`src/rtl/result_stream_reader.sv`:
```
`default_nettype none
// ============================================================================
// Module      : result_stream_reader
// Description : Drains packed result words from shared memory and streams
//               their bytes, low byte first, over a valid/ready port.
// Revision    : 1.0 - initial release
// ============================================================================
module result_stream_reader #(
    parameter int ADR_W      = 8,
    parameter int WORD_BYTES = 4,
    parameter int CNT_W      = 8
) (
    input  logic                    clk,
    input  logic                    rst,
    input  logic                    start,
    input  logic [ADR_W-1:0]        base_adr,
    input  logic [CNT_W-1:0]        num_words,
    output logic                    mem_rd_en,
    output logic [ADR_W-1:0]        mem_rd_adr,
    input  logic [8*WORD_BYTES-1:0] mem_rd_data,
    output logic                    out_valid,
    input  logic                    out_ready,
    output logic [7:0]              out_data,
    output logic                    out_last,
    output logic                    busy,
    output logic                    done
);

    localparam int c_DATA_W = 8 * WORD_BYTES;
    localparam int c_BC_W   = (WORD_BYTES > 1) ? $clog2(WORD_BYTES) : 1;
    localparam logic [c_BC_W-1:0] c_LAST_BYTE = c_BC_W'(WORD_BYTES - 1);

    typedef enum logic [2:0] {
        S_IDLE = 3'd0,
        S_READ = 3'd1,
        S_WAIT = 3'd2,
        S_SEND = 3'd3,
        S_DONE = 3'd4
    } state_t;

    state_t              r_state;
    logic [ADR_W-1:0]    r_base;
    logic [CNT_W-1:0]    r_num_words;
    logic [CNT_W-1:0]    r_word_cnt;
    logic [c_BC_W-1:0]   r_byte_cnt;
    logic [c_DATA_W-1:0] r_word;
    logic                r_rd_en;
    logic [ADR_W-1:0]    r_rd_adr;
    logic                r_out_valid;
    logic [7:0]          r_out_data;
    logic                r_out_last;
    logic                r_busy;
    logic                r_done;

    logic                w_xfer;
    logic                w_last_word;
    logic                w_last_byte;
    logic [c_BC_W-1:0]   w_byte_nxt;
    logic [CNT_W-1:0]    w_word_nxt;
    logic [ADR_W-1:0]    w_nxt_adr;

    assign w_xfer      = r_out_valid & out_ready;
    assign w_last_word = (r_word_cnt == (r_num_words - CNT_W'(1)));
    assign w_last_byte = (r_byte_cnt == c_LAST_BYTE);
    assign w_byte_nxt  = r_byte_cnt + c_BC_W'(1);
    assign w_word_nxt  = r_word_cnt + CNT_W'(1);
    // Address wraps naturally at ADR_W bits.
    assign w_nxt_adr   = r_base + ADR_W'(w_word_nxt);

    always_ff @(posedge clk) begin
        if (rst) begin
            r_state     <= S_IDLE;
            r_base      <= '0;
            r_num_words <= '0;
            r_word_cnt  <= '0;
            r_byte_cnt  <= '0;
            r_word      <= '0;
            r_rd_en     <= 1'b0;
            r_rd_adr    <= '0;
            r_out_valid <= 1'b0;
            r_out_data  <= '0;
            r_out_last  <= 1'b0;
            r_busy      <= 1'b0;
            r_done      <= 1'b0;
        end else begin
            case (r_state)
                S_IDLE: begin
                    if (start) begin
                        r_base      <= base_adr;
                        r_num_words <= num_words;
                        r_word_cnt  <= '0;
                        r_byte_cnt  <= '0;
                        r_busy      <= 1'b1;
                        if (num_words == '0) begin
                            r_state <= S_DONE;
                            r_done  <= 1'b1;
                        end else begin
                            r_state  <= S_READ;
                            r_rd_en  <= 1'b1;
                            r_rd_adr <= base_adr;
                        end
                    end
                end
                S_READ: begin
                    r_rd_en <= 1'b0;
                    r_state <= S_WAIT;
                end
                S_WAIT: begin
                    // Read data arrives this cycle; byte 0 is presented straight from it.
                    r_word      <= mem_rd_data;
                    r_out_data  <= mem_rd_data[7:0];
                    r_out_valid <= 1'b1;
                    r_out_last  <= w_last_word && (c_LAST_BYTE == '0);
                    r_state     <= S_SEND;
                end
                S_SEND: begin
                    if (w_xfer) begin
                        if (w_last_byte) begin
                            r_byte_cnt  <= '0;
                            r_word_cnt  <= w_word_nxt;
                            r_out_valid <= 1'b0;
                            r_out_last  <= 1'b0;
                            if (w_last_word) begin
                                r_state <= S_DONE;
                                r_done  <= 1'b1;
                            end else begin
                                r_state  <= S_READ;
                                r_rd_en  <= 1'b1;
                                r_rd_adr <= w_nxt_adr;
                            end
                        end else begin
                            r_byte_cnt <= w_byte_nxt;
                            r_out_data <= r_word[8*w_byte_nxt +: 8];
                            r_out_last <= w_last_word && (w_byte_nxt == c_LAST_BYTE);
                        end
                    end
                end
                S_DONE: begin
                    r_done  <= 1'b0;
                    r_busy  <= 1'b0;
                    r_state <= S_IDLE;
                end
                default: begin
                    r_state <= S_IDLE;
                end
            endcase
        end
    end

    assign mem_rd_en  = r_rd_en;
    assign mem_rd_adr = r_rd_adr;
    assign out_valid  = r_out_valid;
    assign out_data   = r_out_data;
    assign out_last   = r_out_last;
    assign busy       = r_busy;
    assign done       = r_done;

endmodule
`default_nettype wire

```
`config.mk`:
```
export PLATFORM = sky130hd
export DESIGN_NAME = result_stream_reader
export DESIGN_NICKNAME = d
export VERILOG_FILES = /design/src/rtl/result_stream_reader.sv
export SDC_FILE = /design/constraint.sdc
export NUM_CORES = 1
export LEC_CHECK = 0
export ABC_AREA = 1
export ABC_CLOCK_PERIOD_IN_PS = 2800
export CAP_MARGIN = 20
export CORE_ASPECT_RATIO = 0.7
export CORE_MARGIN = 2
export CORE_UTILIZATION = 50
export DETAILED_ROUTE_END_ITERATION = 8
export MAX_ROUTING_LAYER = met4
export PLACE_DENSITY = 0.82
export SETUP_SLACK_MARGIN = 0.2
export SYNTH_ARGS = -nofsm -noshare
export SYNTH_HDL_FRONTEND = slang
export SYNTH_SLANG_ARGS = --single-unit
```
`constraint.sdc`:
```
create_clock -name clk -period 2.8 [get_ports clk]
set_clock_uncertainty 0.2 [all_clocks]
set_input_delay 0.42 -clock clk [delete_from_list [all_inputs] [get_ports clk]]
set_output_delay 0.42 -clock clk [all_outputs]
set_load 0.05 [all_outputs]
```
# Yosys cells after proc, flatten, opt, wreduce, memory -nomap -nowiden
# Cells that the tools add are included.
# Widths: inputs -> output; s select.
[classes]
add_sub_neg = 4
n_bitwise = 1
n_eq_ne = 15
shifts = 1
reduce_logical = 19
muxes = 43
[op_table]
columns = ["operator", "count"]
rows = [
  ["$mux 8", 10],
  ["$pmux 8 s2", 3],
  ["$shiftx 32x6->8", 1],
  ["$reduce_and 6->1", 3],
  ["$ne 2x2->1 const B", 8],
  ["$mux 1", 15],
  ["$mux 3", 5],
  ["$pmux 3 s4", 1],
  ["$reduce_and 3->1", 4],
  ["$add 8x1->8 const B", 1],
  ["$add 8x8->8", 1],
  ["$eq 8x8->1", 1],
  ["$logic_not 8->1", 1],
  ["$sub 8x1->8 const B", 1],
  ["$eq 3x2->1 const B", 2],
  ["$mux 2", 3],
  ["$pmux 1 s2", 3],
  ["$pmux 1 s3", 2],
  ["$reduce_and 2->1", 3],
  ["$reduce_bool 2->1", 3],
  ["$reduce_bool 3->1", 2],
  ["$eq 2x2->1 const B", 2],
  ["$pmux 2 s2", 1],
  ["$reduce_and 4->1", 1],
  ["other kinds (6)", 6],
]
[word_totals]
regBits = 82
out_inout_bits = 21

# Depth between registers and ports, before layout
# Gate-level depths: netlist (run 1).
[logic_depth]
depth_word = 6
mapped_depth = 17

# Least setup slack after synthesis (run 1)
# Ideal clock, no wire load.
[synth_timing]
kind = "flip-flop to flip-flop"
start = "register r_word_cnt[1]"
end = "register r_rd_adr[7], in the netlist mem_rd_adr[7]"
arrival_ns = 2.004
path_slack_ns = 0.529
synth_period_minus_slack_ns = 2.271
required_ns = 2.533
stages_incl_launch_ff = 18
cell_sequence = "dfxtp_1 -> ha_1 -> nand3_1 -> nor2_1 -> nand2_1 -> xor2_1 -> ha_1 -> nand2_1 -> inv_1 -> nand2_1 -> nand2_1 -> a21oi_1 -> inv_1 -> nand2_1 -> nand3_1 -> nand2_1 -> nand4_1 -> a21oi_2"
[synth_between]
elab_chain_cells = 6
[synth_rtl]
columns = ["element", "line", "text"]
rows = [
  ["start: declaration", "44", "logic [CNT_W-1:0] r_word_cnt;"],
  ["start signal: assignment", "120", "r_word_cnt <= w_word_nxt;"],
  ["$add 8x1->8", "66", "assign w_word_nxt = r_word_cnt + CNT_W'(1);"],
  ["$add 8x8->8", "68", "assign w_nxt_adr = r_base + ADR_W'(w_word_nxt);"],
  ["$mux 8", "123", "if (w_last_word) begin"],
  ["$mux 8", "118", "if (w_last_byte) begin"],
  ["$mux 8", "117", "if (w_xfer) begin"],
  ["$pmux 8 s2", "86", "case (r_state)"],
  ["end signal: assignment", "100", "r_rd_adr <= base_adr;"],
  ["end signal: assignment", "129", "r_rd_adr <= w_nxt_adr;"],
  ["end: declaration", "48", "logic [ADR_W-1:0] r_rd_adr;"],
]
# Parallel ways exist; a longest one is shown, timed or not. The select of a mux whose other input is x is not followed.
# A chain may end at the register's enable or synchronous reset.

# Worst setup path in the final report (run 1)
[layout_timing]
start = "register r_state[1]"
end = "register r_word_cnt[6]"
[layout_between]
elab_chain_cells = 3
[layout_rtl]
columns = ["element", "line", "text"]
rows = [
  ["start: declaration", "41", "state_t r_state;"],
  ["start signal: assignment", "72", "r_state <= S_IDLE;"],
  ["start signal: assignment", "95", "r_state <= S_DONE;"],
  ["start signal: assignment", "98", "r_state <= S_READ;"],
  ["$eq 3x2->1 or $logic_not 3->1 (tied branches)", "86", ""],
  ["$ne 2x2->1 (no source line) or $reduce_bool 2->1 (tied branches)", "n/a", ""],
  ["$reduce_and 4->1 (no source line)", "n/a", ""],
]
# Parallel ways exist; a longest one is shown, timed or not.

==> impl_results.md, run 1 <==
* Final Max Slew Viols at 0
* Post-synthesis instance area at 0.00418 mm2
* Final count of negative-setup-slack endpoints at 0
* DR vias/cell at 5.58
* Die Height at 80.5 um
* Netlist cell types at 34
* Via count at 4332
* Bufs on Longest Clock Path at 2
* Number of synthesized register bits at 82
* Final Hold Vio Count at 0
* Outcome: finished clean
* Mapped Avg Cell Area at 6.88 um2
* Met2 WL at 5230 um
* WL met1 at 5780 um
* Pin count of the biggest net entering global routing at 57
* Hold Path Cell Cnt at 2
* GP Congestion at 0.930
* Pwr Density at 1010 mW/mm2
* Cell breakdown of the critical path: inv_1 -> nor2_2 -> nand2_2 -> inv_2 -> nand2_1 -> nand2_1 -> and3_1 -> inv_2 -> a22oi_1 -> nor2_1
* # clock sinks at 82
* Metal3 WL at 1060 um
* Reg2reg path depth at 10
* Fmax at 408 MHz
* Setup tns final at 0 ns
* Period utilisation layout at 87.4%
* Mapped Cells at 608
* Global route overflow at 0
* Crit start category: flip-flop
* Core ar. at 0.00797 mm2
* Unrepaired setup endpoints after global routing: no
* Ports at 73
* Slowest CP cell: and3_1
* Gr usage total at 28.1%
* DRC violations left at 0
* CTS root buf: clkbuf_16
* Area growth from synthesis to layout at 28.1%
* Cts bufs inserted at 9
* Rel. slew slack at 63.9%
* Drt initial violations at 354
* Async SR Flop Fraction at 0%
* Syn nets at 672
* Share of layout cells above drive strength 1 at 8.88%
* Register area share after synthesis at 39.3%
* Initial antenna violation count at 0
* Worst-margin pin slew at 0.540 ns
* Setup bufs post-CTS at 0
* Wire per inst at 15.7 um
* Min-delay worst type: flip-flop to flip-flop
* Synth warn at 0
* Starting Density at 52.4%
* Minimum clock period after layout at 2.45 ns
* Maxcap violations at 0
* CP endpoint kind: flip-flop
* Drt total wl at 12200 um
* Vias in the first global route at 4049
* Antenna viol nets, final at 0
* Critical Path AT at 2.47 ns
* # rows at 27
* Die width at 113 um
* Leak at 2.25 nW
* Fin util at 67.2%
* Worst path required time at 2.82 ns
* Nets@finish at 735
* Diodes inserted at 0
* Hold-fix buffers, CTS at 0
* Top layer in use: met4
* Clock Pin Slew Worst Setup and Hold Paths at 0.06 ns
* Synth Flop Type: dfxtp_1
* Worst VDD drop at 0.758 mV
* CTS resizes at 0
* Crit path kind: flip-flop to flip-flop
* First-pass GRT wire length at 19600 um
* Die ar. at 0.00912 mm2
* IO buf count at 72
* Largest stage delay, worst path at 0.46 ns
* Clk_lat worst skew at 0.34 ns
* CTS tree: yes
* DP Wirelength at 8730 um
* Number of detailed-route iterations in the first pass at 5
* Post-synth EDFFs at 0
* Max H-tree Level at 3
* Max FO, Critical Path at 22
[synth_stat cells (5+ instances only)]
| library cell | number | area [um2] |
|---|---|---|
| nand4_1 | 12 | 75.1 |
| a21oi_1 | 68 | 340 |
| nor2_2 | 7 | 43.8 |
| inv_2 | 7 | 26.3 |
| nand2_2 | 5 | 31.3 |
| ha_1 | 11 | 138 |
| nand2_1 | 120 | 450 |
| xor2_1 | 5 | 43.8 |
| clkbuf_1 | 23 | 86.3 |
| dfxtp_1 | 82 | 1640 |
| inv_1 | 46 | 173 |
| xnor2_1 | 6 | 52.6 |
| nand3_1 | 30 | 150 |
| nor2_1 | 80 | 300 |
| o21ai_0 | 76 | 380 |
[registers in the layout, indices dropped and copies added, names as in the netlist]
name,count
mem_rd_adr,8
r_word_cnt,8
mem_rd_en,1
out_valid,1
r_byte_cnt,2
out_data,8
r_base,8
r_state,3
busy,1
out_last,1
r_num_words,8
done,1
r_word,32
[worst paths after layout]
check	slack, ns	end	startpoint
worst max-delay path	0.35	r_word_cnt[6]	r_state[1]
worst min-delay path	0.25	mem_rd_en	mem_rd_en
worst max register to register	0.35	r_word_cnt[6]	r_state[1]
worst min register to register	0.25	mem_rd_en	mem_rd_en
[cell usage in the layout, fill, tap and decap left out, types with 2 or more instances in the layout]
cell,instances
nand2_2,5
a21oi_2,2
ha_4,2
ha_1,8
clkdlybuf4s50_1,72
xor2_1,3
buf_4,8
nand2_1,120
nor2_4,3
nand3_1,30
xnor2_1,6
o21ai_0,76
inv_2,8
o221ai_1,3
nand4_1,12
clkbuf_16,9
xor2_2,2
a22oi_1,2
nor2_1,79
inv_1,45
a21oi_1,67
clkbuf_1,2
dfxtp_2,2
dfxtp_1,79
nand3_4,2
nor4_1,2
a31oi_1,3
nor2_2,7
[layout make-up]
type,instances,area (um2)
clock buffer,12,246
tap,101,126
timing repair buffer,81,808
sequential,82,1650
clock inverter,4,51.3
multi-input combinational,444,2280
fill,723,2620
inverter,53,199
[worst max-delay path: cells and delay by family, from the launching register on]
family / cells / cell delay [ns]
AOI/OAI and AO/OA: 1 / 0.24
buffers and inverters: 3 / 0.39
DFF: 1 / 0.37
and+or+nand+nor: 6 / 1.11
[metal layers]
metal,GRT usage (%),vias up
li1,-,2131
met1,39.8,1990
met2,41.4,199
met3,5.28,12
met4,7.20,0
met5,-,-
[stage by stage]
stage                     hold WS, ns  power [W]  instance area, um2  worst slack [ns]  std cells
after floorplan                 0.224    0.00345                4180             0.529        608
after global placement          0.237    0.00410                4960             0.393        760
after detailed placement        0.241    0.00421                4990             0.256        761
after CTS                       0.250    0.00540                5290             0.238        777
after global routing            0.288    0.00576                5360             0.185        777
final                           0.251    0.00543                5360             0.352        777
[power breakdown]
part / total, W / switching [W] / internal, W
Combinational: 0.00249 / 0.00166 / 0.000828
Clock: 0.00118 / 0.000466 / 0.000715
Sequential: 0.00176 / 0.000222 / 0.00154
[cell families (layout without fill, tap and decap cells)]
logic type / Yosys count / in the layout / synth area share [%]
and+or+nand+nor: 265 / 265 / 27.5
AOI/OAI and AO/OA: 156 / 156 / 19.4
DFF: 82 / 82 / 39.3
buffers and inverters: 82 / 150 / 7.69
adders and majority gates: 12 / 12 / 3.77
xor gates and xnor gates: 11 / 11 / 2.30
No activity file was read; power rests on OpenSTA's default activity.
==> run 2: changes to the inputs <==
- ABC_CLOCK_PERIOD_IN_PS: 2800 -> 2400
- HOLD_SLACK_MARGIN: not set -> 0.03
- clock period: 2.8 -> 2.4 ns (I/O delays scaled with it)
==> run 2 against run 1 <==
  * The run now ends with setup timing left
  * Critical path type unchanged
  * Worst setup slack got worse by 0.40 ns
  * Total power grew 20%
  * Global-route usage is 0.90 points higher
  * Maximum frequency about the same
  * Core utilization increased by 3.7 points
  * Hold slack better by 0.0024 ns
==> impl_results.md, run 2 (same netlist as run 1, synthesis figures left out) <==
* Period utilisation layout at 102%
* Rel. slew slack at 64.3%
* Maxcap violations at 0
* Die ar. at 0.00912 mm2
* Reg power frac at 31.5%
* Ports at 73
* Cell breakdown of the critical path: ha_4 -> nand3_4 -> nor2_4 -> nand2_4 -> xor2_4 -> ha_4 -> a21oi_2 -> nand2_1 -> a21oi_2 -> inv_1 -> nand2_1 -> nand3_1 -> nand2_1 -> nand4_1 -> a21oi_2
* Wire per inst at 15.7 um
* DP Wirelength at 8760 um
* Worst path required time at 2.47 ns
* DR vias/cell at 5.61
* GP Congestion at 0.859
* Unrepaired setup endpoints after global routing: yes
* # rows at 27
* Fmax at 409 MHz
* Final Max Slew Viols at 0
* Sw frac at 42.7%
* Crit path kind: flip-flop to flip-flop
* Pin count of the biggest net entering global routing at 47
* Final hold slack at 0.253 ns
* Net Sw Power at 0.00278 W
* Setup tns final at -0.0467 ns
* Hold-fix buffers, CTS at 0
* Final worst slack at -0.0467 ns
* Int Pwr at 0.00373 W
* Worst-margin pin slew at 0.534 ns
* Commonest non-fill, non-tap cell in the layout: nand2_1
* Area growth from synthesis to layout at 35.2%
* Post-Layout Cell Count at 796
* Max FO, Critical Path at 4
* Pwr Density at 1150 mW/mm2
* Gr usage total at 29.0%
* Leak at 2.40 nW
* IO buf count at 72
* Die Height at 80.5 um
* Largest stage delay, worst path at 0.37 ns
* Final count of negative-setup-slack endpoints at 1
* Drt initial violations at 523
* Via count at 4468
* Nets@finish at 754
* Number of detailed-route iterations in the first pass at 5
* CP endpoint kind: flip-flop
* DRC violations left at 0
* Worst VDD drop at 1.09 mV
* Share of layout cells above drive strength 1 at 14.3%
* Antenna viol nets, final at 0
* Clk network pwr share at 22.3%
* Crit start category: flip-flop
* Starting Density at 52.4%
* Max H-tree Level at 3
* # clock sinks at 82
* Drt total wl at 12500 um
* CTS root buf: clkbuf_16
* Worst path buffer plus inverter count at 1
* CTS tree: yes
* Min-delay worst type: flip-flop to flip-flop
* Cts bufs inserted at 9
* Die width at 113 um
* Bufs on Longest Clock Path at 2
* Initial antenna violation count at 1
* Commonest non-fill, non-tap cells in the layout: 114 x nand2_1, 78 x nor2_1, 75 x dfxtp_1
* Comb pwr share at 46.2%
* Minimum clock period after layout at 2.45 ns
* Critical Path AT at 2.52 ns
* Global route overflow at 0
* Placed Cells at 769
* Clock Pin Slew Worst Setup and Hold Paths at 0.06 ns
* Biggest register: r_word
* First-pass GRT wire length at 20100 um
* Slowest CP cell: dfxtp_4
* Vias in the first global route at 4044
* Largest register FFs at 32
* Delay-heaviest family, CP: simple AND/OR/NAND/NOR gates
* Failing checks: setup timing
* Clk_lat worst skew at 0.34 ns
* Outcome: complete, but fails checks
* Final Hold Vio Count at 0
* Core ar. at 0.00797 mm2
## run 2: cell count changes in the layout (fill, tap and decap cells not counted), moves of 3 or more
| cell | previous run | this run |
|---|---|---|
| ha_4 | 2 | 6 |
| buf_4 | 8 | 24 |
| nand2_1 | 120 | 114 |
| dfxtp_1 | 79 | 75 |
| nand2_4 | 0 | 3 |
| ha_1 | 8 | 5 |
| dfxtp_4 | 1 | 4 |
| nand2_2 | 5 | 8 |
## run 2: final timing paths
| check | start | end | slack (ns) | cells after the start |
|---|---|---|---|---|
| worst min register to register | mem_rd_en | mem_rd_en | 0.25 | 2 |
| worst max-delay path | r_word_cnt[1] | mem_rd_adr[7] | -0.05 | 15 |
| worst max register to register | r_word_cnt[1] | mem_rd_adr[7] | -0.05 | 15 |
| worst min-delay path | mem_rd_en | mem_rd_en | 0.25 | 2 |
## run 2: power by group through the flow
| stage | logic, W | clock network (W) | registers (W) |
|---|---|---|---|
| 2_1_floorplan | 0.00154 | 0 | 0.00248 |
| 3_3_place_gp | 0.00279 | 0 | 0.00204 |
| 3_5_place_dp | 0.00286 | 0 | 0.00205 |
| 4_1_cts | 0.00291 | 0.00146 | 0.00204 |
| 5_1_grt | 0.00331 | 0.00152 | 0.00210 |
| 6_report | 0.00301 | 0.00145 | 0.00205 |
## run 2: through the flow
step | utilization [%] | area, um2 | power [W] | worst slack [ns]
6_report | 70.9 | 5650 | 0.00651 | -0.0467
5_1_grt | 70.9 | 5650 | 0.00692 | -0.192
4_1_cts | 68.8 | 5490 | 0.00642 | 0.00152
3_5_place_dp | 63.4 | 5050 | 0.00492 | -0.134
3_3_place_gp | 63.4 | 5050 | 0.00484 | 0.0338
2_1_floorplan | - | 4190 | 0.00402 | 0.164
## run 2: layout make-up
class / instances / area (um2)
clock inverter: 5 / 80.1
antenna: 1 / 2.50
multi-input combinational: 445 / 2400
timing repair buffer: 99 / 952
clock buffer: 10 / 229
tap: 101 / 126
inverter: 53 / 199
fill: 667 / 2320
sequential: 82 / 1660
## run 2: timing repair
item                       in CTS  in global routing
setup endpoints to repair       7                 11
pin swaps                       5                 23
cloned                          0                  1
resized for setup              18                 26
setup buffers                   3                  7
## run 2: layer usage
| layer | global-route usage (%) | share of wire [%] | vias to the layer above |
|---|---|---|---|
| li1 | - | - | 2172 |
| met1 | 40.5 | 48 | 2058 |
| met2 | 42.1 | 42 | 211 |
| met3 | 7.17 | 8.8 | 27 |
| met4 | 7.68 | 1.6 | 0 |
| met5 | - | 0 | - |
## run 2: worst reg2reg max path: cells and delay by family, from the launching register on
kind                       cells  cell delay (ns)
buffers and inverters          1             0.06
xor gates and xnor gates       1             0.21
adders and majority gates      2             0.41
DFF                            1             0.37
and+or+nand+nor                8             0.69
AOI/OAI and AO/OA              3             0.46
==> RTL change: new RTL, settings of run 2 <==
`CNT_W`: 8 -> 6.
--- a/src/rtl/result_stream_reader.sv
+++ b/src/rtl/result_stream_reader.sv
@@ -8,7 +8,7 @@
 module result_stream_reader #(
     parameter int ADR_W      = 8,
     parameter int WORD_BYTES = 4,
-    parameter int CNT_W      = 8
+    parameter int CNT_W      = 6
 ) (
     input  logic                    clk,
     input  logic                    rst,
Ports: changed (resized num_words); port bits go from 73 to 71. No check against the original RTL was run, so the function may have changed too.
==> RTL change against run 2 <==
Area after synthesis shrank 6.0%. Sequential share of layout area rose by 0.82 points. Largest power group unchanged. Die area shrank 5.8%. Critical path depth decreased by 2. Highest routed layer unchanged. Worst setup slack better by 0.22 ns. Design area is 7.9% lower. Combinational power down 5%. Sequential cell count shrank 4. Critical endpoint unchanged. Power fell by 8.4%. Via count shrank 10%. Non-clock buffer count shrank 8. Wire length is 14% lower. Maximum frequency is 10% higher.
==> RTL change: results (changes against run 2) <==
* Status: finished, final reports clean
* WL per Instance at 14.3 um (-8.7%)
* First-pass GRT wire length at 16900 um (-16%)
* Peak VDD IR at 0.000812 V (-26%)
* Clkbuf count at 11 (+1)
* Post-DP Area at 0.00476 sq mm (-5.7%)
* Sequential area share after synthesis at 0.397 (+0.00476)
* Synth cell count leaders: nand2_1 (116), dfxtp_1 (78), nor2_1 (66)
* Top cells by area, synth: dfxtp_1 (40%), nand2_1 (11%), o21ai_0 (8.3%), a21oi_1 (8.2%), nor2_1 (6.3%)
* DR vias at 4005 (-10%)
* CTS Sinks at 78 (-4.9%)
* Placed cell count at 725 (-5.7%)
* DP Worst Slack at -0.00592 ns (+0.128 ns)
* Mean post-synth cell area at 6.94 sq um (+0.96%)
* Syn nets at 628 (-6.5%)
* Tot GR Track Use at 0.259 (-0.0313)
* # nets final at 704 (-6.6%)
* Inverters, non-clock at 64 (+21%)
* Tcrit/Tclk final at 0.927 (-0.0923)
* Final HPWL DP at 7380 um (-16%)
* Storage element area at 0.00157 sq mm (-5.4%)
* Clock slew at reported path FFs at 0.08 ns (+0.02 ns)
* N_diodes at 0 (-1)
* Initial antenna violation count at 0 (-1)
* Initial DRC Count at 355 (-32%)
* Leak at 2.24 nW (-6.6%)
* Vias in the first global route at 3625 (-10%)
* Number of non-clock buffers at 91 (-8.1%)
* ClkCell Share at 0.0430 (-0.0116)
* Worst r2r path cells at 13 (-2)
* Die W at 110 um (-2.9%)
* CTS root buf: clkbuf_8
* Worst-margin pin slew at 0.526 ns (-0.00846 ns)
* Final core occ at 0.673 (-0.0362)
* Arr. time, crit path at 2.32 ns (-0.20 ns)
* Hold WS at 0.251 ns (-0.00218 ns)
-- RTL change: changes by cell type after synthesis, sizes merged, moves of 4 or more --
cell / change
buf: +4
clkbuf: -6
dfxtp: -4
inv: +11
nand2: -5
nand4: -4
nor2: -21
o211ai: +5
o21ai: -9
-- RTL change: routing by layer --
metal  part of all wire  vias up  track usage
met2               0.42      155        0.372
li1                   -     2006            -
met3              0.086        9       0.0565
met4             0.0086        0       0.0696
met1               0.48     1835        0.368
met5                  0        -            -
-- RTL change: critical path: stages, from the launching register on --
cell and delay [ns]:
dfxtp_4 0.40, nand3_4 0.09, nor3_4 0.21, xor2_2 0.21, ha_1 0.29, nand2_1 0.10
inv_1 0.06, a21oi_2 0.13, nand2_1 0.07, nand2_1 0.05, nand3_1 0.07, nand2_1 0.07
nand4_1 0.10, a21oi_2 0.14
-- RTL change: kinds of logic after synthesis --
group                    Yosys count  synth area share
AND/OR/NAND/NOR                  231             0.253
AO/OA/AOI/OAI                    147             0.201
buffers and inverters             91            0.0930
flip-flops                        78             0.397
adder cells (fa/ha/maj)           12            0.0401
XOR/XNOR                           7            0.0156
-- RTL change: power by group through the flow --
stage	sequential [mW]	combinational, mW	clock, mW
2_1_floorplan	2.49	1.46	0
3_3_place_gp	1.99	2.70	0
3_5_place_dp	2.00	2.75	0
4_1_cts	1.98	2.78	1.13
5_1_grt	2.04	3.12	1.18
6_report	2.00	2.85	1.12
-- RTL change: repair_timing --
action	4_1_cts	5_1_grt
gates resized for setup	20	14
pin swaps	15	16
buffers inserted	4	2
endpoints found under the setup margin	8	10
gates cloned	0	1
